File: config.mk
export PLATFORM = sky130hd
export DESIGN_NAME = module_control_unit_flat
export DESIGN_NICKNAME = d
export VERILOG_FILES = /design/src/rtl/module_control_unit_pkg.sv /design/src/rtl/module_control_unit_if.sv /design/src/rtl/module_control_unit_edge_detect.sv /design/src/rtl/module_control_unit.sv /design/src/flat_wrapper.sv
export SDC_FILE = /design/constraint.sdc
export NUM_CORES = 1
export LEC_CHECK = 0
export BUFFER_PORTS_ARGS = -buffer_cell sky130_fd_sc_hd__buf_2
export CAP_MARGIN = 20
export CORE_ASPECT_RATIO = 0.8
export CORE_MARGIN = 8
export CORE_UTILIZATION = 48
export DETAILED_ROUTE_END_ITERATION = 8
export HOLD_SLACK_MARGIN = 0.02
export PLACE_DENSITY = 0.78
export SYNTH_ARGS = -nofsm -noshare
export SYNTH_HDL_FRONTEND = slang
export SYNTH_SLANG_ARGS = --single-unit
File: constraint.sdc
create_clock -name clk -period 2 [get_ports clk]
set_input_delay 0.2 -clock clk [delete_from_list [all_inputs] [get_ports clk]]
set_output_delay 0.2 -clock clk [all_outputs]
set_load 0.02 [all_outputs]
File: src/rtl/module_control_unit_pkg.sv
// Shared definitions for the mini-CPU control unit: state and opcode encodings,
// the instruction word layout and small helpers used by the sequencer.
package module_control_unit_pkg;

    localparam int unsigned INSTR_W = 18;

    typedef enum logic [2:0] {
        ST_OFF    = 3'b000,
        ST_FETCH  = 3'b001,
        ST_DECODE = 3'b010,
        ST_READ   = 3'b011,
        ST_CALC   = 3'b100,
        ST_WAIT   = 3'b101,
        ST_STORE  = 3'b110,
        ST_SHOW   = 3'b111
    } cpu_state_t;

    typedef enum logic [2:0] {
        OP_LOAD    = 3'b000,
        OP_ADD     = 3'b001,
        OP_ADDI    = 3'b010,
        OP_SUB     = 3'b011,
        OP_SUBI    = 3'b100,
        OP_MUL     = 3'b101,
        OP_CLEAR   = 3'b110,
        OP_DISPLAY = 3'b111
    } opcode_t;

    // tail holds src2 in [6:3] or sign/immediate in [6]/[5:0], depending on opcode
    typedef struct packed {
        logic [2:0] opcode;
        logic [3:0] dest;
        logic [3:0] src1;
        logic [6:0] tail;
    } instr_t;

    function automatic logic writes_ram(input opcode_t op);
        return (op != OP_CLEAR) && (op != OP_DISPLAY);
    endfunction

    function automatic int unsigned max3(input int unsigned a, input int unsigned b,
                                         input int unsigned c);
        int unsigned m;
        m = (a > b) ? a : b;
        return (m > c) ? m : c;
    endfunction

endpackage

File: src/rtl/module_control_unit_if.sv
// Bus between the control unit and its environment (switches, ALU strobes, RAM/LCD).
// slave is the control-unit side, master the side that drives its inputs.
interface module_control_unit_if;
    import module_control_unit_pkg::*;

    logic               power;
    logic               send;
    logic [INSTR_W-1:0] instr;
    logic               decoded;
    logic               calculated;
    logic [2:0]         stateCPU;
    logic [2:0]         opcode;
    logic               sinalImm;
    logic [5:0]         Imm;
    logic [3:0]         addrDest;
    logic [3:0]         addrSrc1;
    logic [3:0]         addrSrc2;
    logic               ramWrite;
    logic               ramClear;
    logic               lcdUpdate;
    logic               error;

    modport master (
        output power, send, instr, decoded, calculated,
        input  stateCPU, opcode, sinalImm, Imm, addrDest, addrSrc1, addrSrc2,
               ramWrite, ramClear, lcdUpdate, error
    );

    modport slave (
        input  power, send, instr, decoded, calculated,
        output stateCPU, opcode, sinalImm, Imm, addrDest, addrSrc1, addrSrc2,
               ramWrite, ramClear, lcdUpdate, error
    );

endinterface

File: src/rtl/module_control_unit_edge_detect.sv
// Single-flop rising-edge detector for the send button level.
module module_control_unit_edge_detect (
    input  logic clk,
    input  logic reset,
    input  logic in_i,
    output logic rise_o
);

    logic prev_q;

    always_ff @(posedge clk) begin
        if (reset) begin
            prev_q <= 1'b0;
        end else begin
            prev_q <= in_i;
        end
    end

    assign rise_o = in_i & ~prev_q;

endmodule

File: src/rtl/module_control_unit.sv
// Mini-CPU sequencer: latches an instruction on a send press, steps OFF..SHOW on the
// ALU strobes and issues one-cycle RAM write/clear and LCD refresh pulses.
module module_control_unit
    import module_control_unit_pkg::*;
#(
    parameter int unsigned READ_CYCLES = 1,
    parameter int unsigned SHOW_CYCLES = 4,
    parameter int unsigned TIMEOUT     = 15
) (
    input  logic                 clk,
    input  logic                 reset,
    module_control_unit_if.slave bus
);

    localparam int unsigned CNT_MAX = max3(READ_CYCLES, SHOW_CYCLES, TIMEOUT);
    localparam int unsigned CNT_W   = $clog2(CNT_MAX + 1);

    localparam logic [CNT_W-1:0] READ_LAST = CNT_W'(READ_CYCLES - 1);
    localparam logic [CNT_W-1:0] SHOW_LAST = CNT_W'(SHOW_CYCLES - 1);
    localparam logic [CNT_W-1:0] TO_LAST   = CNT_W'(TIMEOUT - 1);

    cpu_state_t       state_q, state_d;
    logic [CNT_W-1:0] cnt_q, cnt_d;
    instr_t           instr_q, instr_d;
    logic             error_q, error_d;
    logic             ramWrite_q, ramWrite_d;
    logic             ramClear_q, ramClear_d;
    logic             lcdUpdate_q, lcdUpdate_d;
    logic             send_rise;
    opcode_t          op;

    module_control_unit_edge_detect u_send_edge (
        .clk    (clk),
        .reset  (reset),
        .in_i   (bus.send),
        .rise_o (send_rise)
    );

    assign op = opcode_t'(instr_q.opcode);

    always_ff @(posedge clk) begin
        if (reset) begin
            state_q     <= ST_OFF;
            cnt_q       <= '0;
            instr_q     <= '0;
            error_q     <= 1'b0;
            ramWrite_q  <= 1'b0;
            ramClear_q  <= 1'b0;
            lcdUpdate_q <= 1'b0;
        end else begin
            state_q     <= state_d;
            cnt_q       <= cnt_d;
            instr_q     <= instr_d;
            error_q     <= error_d;
            ramWrite_q  <= ramWrite_d;
            ramClear_q  <= ramClear_d;
            lcdUpdate_q <= lcdUpdate_d;
        end
    end

    // Pulses are computed on the transition into their owning state so that they
    // are visible exactly while stateCPU shows that state.
    always_comb begin
        state_d     = state_q;
        cnt_d       = cnt_q;
        instr_d     = instr_q;
        error_d     = error_q;
        ramWrite_d  = 1'b0;
        ramClear_d  = 1'b0;
        lcdUpdate_d = 1'b0;

        if (!bus.power) begin
            state_d = ST_OFF;
        end else begin
            case (state_q)
                ST_OFF: begin
                    state_d    = ST_FETCH;
                    ramClear_d = 1'b1;
                end
                ST_FETCH: begin
                    if (send_rise) begin
                        instr_d = bus.instr;
                        error_d = 1'b0;
                        cnt_d   = '0;
                        state_d = ST_DECODE;
                    end
                end
                ST_DECODE: begin
                    if (bus.decoded) begin
                        cnt_d   = '0;
                        state_d = ST_READ;
                    end else if (cnt_q == TO_LAST) begin
                        error_d = 1'b1;
                        state_d = ST_FETCH;
                    end else begin
                        cnt_d = cnt_q + CNT_W'(1);
                    end
                end
                ST_READ: begin
                    if (cnt_q == READ_LAST) begin
                        cnt_d   = '0;
                        state_d = ST_CALC;
                    end else begin
                        cnt_d = cnt_q + CNT_W'(1);
                    end
                end
                ST_CALC: begin
                    if (bus.calculated) begin
                        state_d = ST_WAIT;
                    end else if (cnt_q == TO_LAST) begin
                        error_d = 1'b1;
                        state_d = ST_FETCH;
                    end else begin
                        cnt_d = cnt_q + CNT_W'(1);
                    end
                end
                ST_WAIT: begin
                    state_d    = ST_STORE;
                    ramWrite_d = writes_ram(op);
                    ramClear_d = (op == OP_CLEAR);
                end
                ST_STORE: begin
                    cnt_d       = '0;
                    lcdUpdate_d = 1'b1;
                    state_d     = ST_SHOW;
                end
                ST_SHOW: begin
                    if (cnt_q == SHOW_LAST) begin
                        state_d = ST_FETCH;
                    end else begin
                        cnt_d = cnt_q + CNT_W'(1);
                    end
                end
                default: state_d = ST_OFF;
            endcase
        end
    end

    assign bus.stateCPU  = state_q;
    assign bus.opcode    = instr_q.opcode;
    assign bus.addrDest  = instr_q.dest;
    assign bus.addrSrc1  = instr_q.src1;
    assign bus.addrSrc2  = instr_q.tail[6:3];
    assign bus.sinalImm  = instr_q.tail[6];
    assign bus.Imm       = instr_q.tail[5:0];
    assign bus.ramWrite  = ramWrite_q;
    assign bus.ramClear  = ramClear_q;
    assign bus.lcdUpdate = lcdUpdate_q;
    assign bus.error     = error_q;

endmodule

File: src/flat_wrapper.sv
// flat-port wrapper written by rule: the top's interface ports become plain ports
module module_control_unit_flat import module_control_unit_pkg::*;
#(
    parameter int unsigned READ_CYCLES = 1,
    parameter int unsigned SHOW_CYCLES = 4,
    parameter int unsigned TIMEOUT     = 15
)
  (clk, reset, bus_power, bus_send, bus_instr, bus_decoded, bus_calculated, bus_stateCPU, bus_opcode, bus_sinalImm, bus_Imm, bus_addrDest, bus_addrSrc1, bus_addrSrc2, bus_ramWrite, bus_ramClear, bus_lcdUpdate, bus_error);
  module_control_unit_if bus_i ();
  input  logic clk;
  input  logic reset;
  input wire logic [$bits(bus_i.power)-1:0] bus_power;
  input wire logic [$bits(bus_i.send)-1:0] bus_send;
  input wire logic [$bits(bus_i.instr)-1:0] bus_instr;
  input wire logic [$bits(bus_i.decoded)-1:0] bus_decoded;
  input wire logic [$bits(bus_i.calculated)-1:0] bus_calculated;
  output wire logic [$bits(bus_i.stateCPU)-1:0] bus_stateCPU;
  output wire logic [$bits(bus_i.opcode)-1:0] bus_opcode;
  output wire logic [$bits(bus_i.sinalImm)-1:0] bus_sinalImm;
  output wire logic [$bits(bus_i.Imm)-1:0] bus_Imm;
  output wire logic [$bits(bus_i.addrDest)-1:0] bus_addrDest;
  output wire logic [$bits(bus_i.addrSrc1)-1:0] bus_addrSrc1;
  output wire logic [$bits(bus_i.addrSrc2)-1:0] bus_addrSrc2;
  output wire logic [$bits(bus_i.ramWrite)-1:0] bus_ramWrite;
  output wire logic [$bits(bus_i.ramClear)-1:0] bus_ramClear;
  output wire logic [$bits(bus_i.lcdUpdate)-1:0] bus_lcdUpdate;
  output wire logic [$bits(bus_i.error)-1:0] bus_error;
  assign bus_i.power = bus_power;
  assign bus_i.send = bus_send;
  assign bus_i.instr = bus_instr;
  assign bus_i.decoded = bus_decoded;
  assign bus_i.calculated = bus_calculated;
  assign bus_stateCPU = bus_i.stateCPU;
  assign bus_opcode = bus_i.opcode;
  assign bus_sinalImm = bus_i.sinalImm;
  assign bus_Imm = bus_i.Imm;
  assign bus_addrDest = bus_i.addrDest;
  assign bus_addrSrc1 = bus_i.addrSrc1;
  assign bus_addrSrc2 = bus_i.addrSrc2;
  assign bus_ramWrite = bus_i.ramWrite;
  assign bus_ramClear = bus_i.ramClear;
  assign bus_lcdUpdate = bus_i.lcdUpdate;
  assign bus_error = bus_i.error;
  module_control_unit #(.READ_CYCLES(READ_CYCLES), .SHOW_CYCLES(SHOW_CYCLES), .TIMEOUT(TIMEOUT)) u_core (.clk(clk), .reset(reset), .bus(bus_i));
endmodule
==> results.json, run 1 <==
{
  "nets": 249,
  "seq_area_frac_synth_pct": 42.67,
  "period_needed_ps": 1794,
  "dr.first_iter.drc_count": 166,
  "hpwl_mm": 2.545,
  "worst_slew_pin_slew_ps": 483.5,
  "postCtsSetupBuffers": 0,
  "ant_nets": 0,
  "antenna_found_initial": 0,
  "ff_latch_area_sq_um": 600.6,
  "worst_ir_drop_vdd_mv": 0.4631,
  "synth_seq_cells": 30,
  "async_flop_share_pct": 0,
  "cp.arrival_ps": 1970,
  "power_density_nw_per_um2": 682.2,
  "syn_inst": 172,
  "synth.area.top_cells": "dfxtp_1 43%, nand2_1 11%, a21oi_1 7.5%",
  "synth_flop_cell": "dfxtp_1",
  "synth_area_leader_cell": "dfxtp_1",
  "cts.sinks": 30,
  "grt_pass1_vias": 1209,
  "die_h_um": 64.44,
  "dieArea_sq_um": 4932,
  "grt_max_degree": 27,
  "areaGrowthSynthToFinish_pct": 25.51,
  "dieWidth_um": 76.55,
  "synth_warnings": 0,
  "core_area_sq_um": 2786,
  "synth.avg_cell_area_sq_um": 8.184,
  "drc": 0,
  "power_frac_clock_pct": 41.3,
  "worstSetupStartpointType": "flip-flop",
  "seqPwrFrac_pct": 51.1,
  "gr-usage-met3_pct": 5.785,
  "cts_resized": 0,
  "worstPathCellList": "nand2b_1 -> o21ai_1 -> a31oi_4 -> a21oi_1 -> a311oi_1",
  "cts_tree": "done",
  "synth_edf_count": 0,
  "io-pin-count": 53,
  "drv_cap": 0,
  "drv_slew": 0,
  "path_clk_slew_ps": 70,
  "slowest_stage": "dfxtp_1",
  "cts_made_buffers": 5,
  "antenna_cells": 0,
  "syn-cell-area_sq_um": 1408,
  "tns_ps": 0,
  "grt_use_met1_pct": 18.58,
  "drive_above_1_share_pct": 32.29,
  "initial_utilization_pct": 50.52,
  "rsz0062_at_grt": "false",
  "firstDrtPassIters": 4,
  "fin_area_sq_um": 1767,
  "netlist_top_cells_count": "43 x nand2_1, 30 x dfxtp_1, 21 x a21oi_1, 10 x nor2_1",
  "wl_per_cell_um": 13.34,
  "wl_mm": 3.483,
  "period_share_pct": 89.72,
  "gp_congestion": 0.9085,
  "synth_nets": 199,
  "synth_cell_types": 37,
  "busiest_layer": "met2",
  "hp-class": "in2reg",
  "p_comb_share_pct": 7.6,
  "grt_pass1_wl_mm": 5.934,
  "met2_usage_pct": 21.02,
  "setup.worst_path.end_class": "flip-flop",
  "critPathTopFamily": "compound AO/OA/AOI/OAI gates",
  "root_buffer": "clkbuf_8",
  "max_clock_freq_mhz": 557.3,
  "vias": 1302,
  "gr-total-overflow": 0,
  "pre_cts_ws_ps": 213.7,
  "synth_top_cell_area_share_pct": 42.67,
  "track_usage_pct": 14.42,
  "placed_cell_area_sq_um": 1672,
  "setup_violations": 0,
  "hold_viol_final": 0,
  "multi_input_area_sq_um": 718.2,
  "status": "finished, final reports clean",
  "nFillCells": 264,
  "p_switching_mw": 0.2834,
  "required_ps": 2180,
  "fin_skew_ps": 5.868,
  "internal_power_mw": 0.9219,
  "cp_max_fo": 15,
  "clk_path_buf_depth": 2,
  "cp.buffers_inverters": 0,
  "setup_ws_ps": 205.5,
  "portBuffers": 52,
  "rows": 17,
  "critPathKind": "reg2reg",
  "ctsHtreeMaxLevel": 2,
  "synth.most_common_cell": "nand2_1",
  "avgViaCountPerCell": 4.989,
  "p_leak_nw": 0.7543,
  "max_stage_delay_ps": 620,
  "clk_latency_ps": 280,
  "netSwitchingFraction_pct": 23.51,
  "ctsHoldBuffers": 0,
  "maxSlewHeadroom_pct": 67.72
}
[per-stage QoR]
stage | total power [mW] | utilization [%] | cells | hold slack (ps)
final | 1.205 | 63.40 | 261 | 154.8
after global routing | 1.263 | 63.40 | 261 | 149.5
after CTS | 1.218 | 63.40 | 261 | 151.9
after detailed placement | 0.7210 | 59.99 | 253 | 441.8
after global placement | 0.7202 | 59.99 | 253 | 436.0
after floorplan | 0.6818 | - | 172 | 328.2
[tightest hold or removal path, cell delays in order]
cell	delay, ps
buf_2	90
nand2_1	40
a21oi_1	50
[kinds of logic (layout without fill, tap and decap cells)]
logic type,count (synthesis),in the layout,share of synthesized area (%)
muxes,4,4,2.845
and+or+nand+nor,80,80,27.73
buffers and inverters,17,68,6.311
xor gates and xnor gates,1,1,0.6223
DFF,30,30,42.67
adders and majority gates,3,3,2.667
AOI/OAI and AO/OA,37,37,17.16
[final timing paths]
path	start	endpoint	slack (ps)	depth (start not counted)
hold / removal	bus_instr[10]	u_core.bus.addrSrc1[3]$_SDFFE_PP0P_	150	3
setup reg to reg	u_core.bus.stateCPU[0]$_SDFFE_PP0P_	u_core.cnt_q[0]$_SDFFE_PP0P_	210	5
setup / recovery	u_core.bus.stateCPU[0]$_SDFFE_PP0P_	u_core.cnt_q[0]$_SDFFE_PP0P_	210	5
hold reg to reg	u_core.bus.addrDest[3]$_SDFFE_PP0P_	u_core.bus.addrDest[3]$_SDFFE_PP0P_	450	2
[final cells by class]
| type | instances | share of cell area, % |
|---|---|---|
| flip-flops and latches | 30 | 33.99 |
| multi-input cells | 125 | 40.65 |
| clock buffers | 6 | 4.674 |
| clock inverters | 2 | 0.7082 |
| well taps | 38 | 2.691 |
| repair buffers | 56 | 16.43 |
| inverters | 4 | 0.8499 |
[metal layers]
layer,wire length [um],vias up
li1,-,687
met1,1690,565
met2,1487,46
met3,269,4
met4,36,0
met5,0,-
[sequential cells by signal, indices dropped and copies added (netlist names)]
name                       flops
u_core.bus.stateCPU            3
u_core.bus.addrDest            4
u_core.bus.ramClear            1
u_core.bus.addrSrc1            4
u_core.bus.ramWrite            1
u_core.cnt_q                   4
u_core.bus.error               1
u_core.bus.opcode              3
u_core.bus.addrSrc2            1
u_core.bus.lcdUpdate           1
u_core.u_send_edge.prev_q      1
u_core.bus.Imm                 6
[power groups by stage]
stage	Sequential (mW)	Combinational, mW	Clock [mW]
5_1_grt	0.617	0.101	0.545
3_5_place_dp	0.629	0.0917	0
6_report	0.616	0.0914	0.498
3_3_place_gp	0.629	0.0911	0
2_1_floorplan	0.637	0.0449	0
4_1_cts	0.616	0.0918	0.510
[placed cells by master (no fill, tap or decap)]
cell        instances
a211oi_2            1
a21o_1              1
a21oi_1            21
a2bb2oi_1           2
a311oi_1            2
a31oi_1             1
a31oi_4             1
and2_1              1
and3_2              2
and3b_1             1
and4_1              1
buf_2              52
buf_4               4
clkbuf_8            6
clkinv_2            1
clkinvlp_4          1
dfxtp_1            30
ha_1                3
inv_1               4
mux2i_1             4
nand2_1            43
nand2b_1            4
nand3_1             3
nand4_1             1
nor2_1             10
nor2_2              1
nor2b_1             3
nor3_1              5
nor3b_2             1
nor4b_1             1
nor4b_2             1
o21ai_0             2
o21ai_1             2
o21bai_1            1
o22a_1              1
o41ai_1             2
or3_1               1
or4b_4              1
xnor2_1             1
(Power assumes the default switching activity.)
==> inputs of run 2 (changes only) <==
- ABC_AREA: default -> 1
- PLACE_DENSITY: 0.78 -> 0.77
==> results.json, run 2 <==
{
  "placed_cell_area_sq_um": 1637,
  "antenna_cells": 0,
  "core_area_sq_um": 2744,
  "worst_ir_drop_vdd_mv": 0.4339,
  "hpwl_mm": 2.596,
  "drive_above_1_share_pct": 27.42,
  "vias": 1356,
  "layout_commonest_cell": "buf_2",
  "setup_violations": 0,
  "antenna_found_initial": 0,
  "worstPathCellList": "inv_1 -> nand2_1 -> and2_1 -> nand2_1 -> nor2_2 -> inv_1 -> nand2_1 -> a21oi_1",
  "hold_viol_final": 0,
  "hold_end": "u_core.u_send_edge.prev_q$_SDFF_PP0_",
  "ctsHtreeMaxLevel": 2,
  "clk_latency_ps": 330,
  "period_needed_ps": 1479,
  "grt_pass1_vias": 1266,
  "initial_utilization_pct": 50.11,
  "nets": 274,
  "nFillCells": 273,
  "netlist_top_cells_count": "50 x nor2_1, 30 x dfxtp_1, 30 x nand2_1, 18 x o21ai_0, 17 x inv_1",
  "worstRegToRegCells": 8,
  "layoutNonFillerInstCount": 286,
  "synth_top_cell_area_share_pct": 43.68,
  "cp_max_fo": 8,
  "r2r_end": "u_core.cnt_q[2]$_SDFFE_PP0P_",
  "r2r-start": "u_core.bus.stateCPU[2]$_SDFFE_PP0P_",
  "dieWidth_um": 75.84,
  "root_buffer": "clkbuf_4",
  "hp-start": "bus_send",
  "fin_skew_ps": 10.14,
  "dp.cells": 278,
  "cts.sinks": 30,
  "cts_resized": 0,
  "synth_warnings": 0,
  "largest_register_ffs": 6,
  "multi_input_area_sq_um": 649.4,
  "maxSlewHeadroom_pct": 71.10,
  "synth_area_leader_cell": "dfxtp_1",
  "slowest_stage": "dfxtp_1",
  "cp.arrival_ps": 1690,
  "gr-total-overflow": 0,
  "synth_edf_count": 0,
  "cts_made_buffers": 5,
  "setup.worst_path.end_class": "flip-flop",
  "die_h_um": 63.87,
  "synth_seq_cells": 30,
  "period_share_pct": 73.93,
  "worst_slew_pin_slew_ps": 433.0,
  "path_clk_slew_ps": 100,
  "rows": 17,
  "rsz0062_at_grt": "false",
  "seq_area_frac_synth_pct": 43.68,
  "synth.avg_cell_area_sq_um": 7.052,
  "hp-class": "in2reg",
  "track_usage_pct": 14.54,
  "cts_tree": "done",
  "drv_slew": 0,
  "firstDrtPassIters": 4,
  "utilization_pct": 61.97,
  "wl_mm": 3.365,
  "dieArea_sq_um": 4844,
  "p_leak_nw": 0.9013,
  "syn_inst": 195,
  "areaGrowthSynthToFinish_pct": 23.66,
  "synth.area.top_cells": "dfxtp_1 44%, nor2_1 14%, nand2_1 8.2%",
  "worstSetupStartpointType": "flip-flop",
  "io-pin-count": 53,
  "synth.most_common_cell": "nor2_1",
  "clk_path_buf_depth": 2,
  "grt_pass1_wl_mm": 5.492,
  "wl_per_cell_um": 11.77,
  "avgViaCountPerCell": 4.741,
  "portBuffers": 52,
  "synth_nets": 222,
  "postCtsSetupBuffers": 0,
  "async_flop_share_pct": 0,
  "drc": 0,
  "fin_area_sq_um": 1700,
  "power_density_nw_per_um2": 660.4,
  "synth_cell_types": 25,
  "ff_latch_area_sq_um": 600.6,
  "max_stage_delay_ps": 470,
  "max_clock_freq_mhz": 676.3,
  "synth_flop_cell": "dfxtp_1",
  "gp_congestion": 0.9050,
  "critPathKind": "reg2reg",
  "holdPathStages": 3,
  "ant_nets": 0,
  "grt_max_degree": 20,
  "ctsHoldBuffers": 0,
  "drv_cap": 0,
  "tns_ps": 0,
  "syn-cell-area_sq_um": 1375,
  "crit_path_frequent_cell": "nand2_1",
  "status": "finished, final reports clean",
  "dr.first_iter.drc_count": 135,
  "mostFrequentLayoutCells": "52 x buf_2, 50 x nor2_1, 30 x nand2_1, 30 x dfxtp_1, 18 x o21ai_0",
  "required_ps": 2210,
  "r2r_setup_slack_ps": 520
}
-- run 2: cell count changes in the layout (fill, tap and decap cells not counted), sizes merged, moves of 3 or more --
cell,before,now
nor3,5,2
nand2,43,31
o21ai,4,18
mux2i,4,0
buf,56,53
nor2,11,52
nand2b,4,0
inv,4,19
nand3,3,16
a21oi,21,7
nor2b,3,0
-- run 2: kinds of logic after synthesis --
family | synth area share [%]
xor gates and xnor gates | 1.274
AOI/OAI and AO/OA | 11.19
adders and majority gates | 2.730
buffers and inverters | 9.099
and+or+nand+nor | 32.03
DFF | 43.68
-- run 2: worst max path at each step --
stage	startpoint	endpoint	slack, ps	cells after the start
2_1_floorplan	u_core.bus.stateCPU[0]$_SDFFE_PP0P_	u_core.bus.opcode[1]$_SDFFE_PP0P_	530	8
3_3_place_gp	u_core.bus.stateCPU[2]$_SDFFE_PP0P_	u_core.cnt_q[0]$_SDFFE_PP0P_	610	8
3_5_place_dp	u_core.bus.stateCPU[2]$_SDFFE_PP0P_	u_core.cnt_q[2]$_SDFFE_PP0P_	570	8
4_1_cts	u_core.bus.stateCPU[2]$_SDFFE_PP0P_	u_core.cnt_q[2]$_SDFFE_PP0P_	550	8
5_1_grt	u_core.bus.stateCPU[1]$_SDFFE_PP0P_	u_core.cnt_q[3]$_SDFFE_PP0P_	390	8
6_report	u_core.bus.stateCPU[2]$_SDFFE_PP0P_	u_core.cnt_q[2]$_SDFFE_PP0P_	520	8
-- run 2: per-layer routing --
layer  vias to the layer above  global-route usage (%)  part of all wire, %
li1                        717                       -                    -
met1                       583                   18.85                   48
met2                        49                   20.17                   41
met3                         7                   7.165                   10
met4                         0                   5.024                  1.3
met5                         -                       0                    0
-- run 2: cell type report --
| type | count | area share, % |
|---|---|---|
| multi-input combinational | 138 | 38.19 |
| sequential | 30 | 35.32 |
| timing repair buffer | 53 | 15.75 |
| inverter | 19 | 4.194 |
| clock buffer | 6 | 3.017 |
| tap | 38 | 2.796 |
| clock inverter | 2 | 0.7358 |
-- run 2: stage by stage --
step / hold slack [ps] / setup WS (ps) / power (mW)
4_1_cts: 80.76 / 549.8 / 1.135
3_3_place_gp: 419.3 / 606.6 / 0.7535
6_report: 92.14 / 521.3 / 1.123
3_5_place_dp: 424.2 / 569.5 / 0.7545
5_1_grt: 71.29 / 389.2 / 1.180
2_1_floorplan: 307.0 / 526.1 / 0.7086
-- run 2: critical path: cells and delay by family (launching register included) --
family                 cells  cell delay [ps]
and+or+nand+nor            5              590
DFF                        1              470
buffers and inverters      2              250
AOI/OAI and AO/OA          1               60
-- run 2: report_power, final --
| part | switching (mW) | internal, mW | total (mW) |
|---|---|---|---|
| clock network | 0.214 | 0.169 | 0.383 |
| registers | 0.00897 | 0.612 | 0.621 |
| logic | 0.0746 | 0.0448 | 0.119 |
| total | 0.297 | 0.826 | 1.12 |
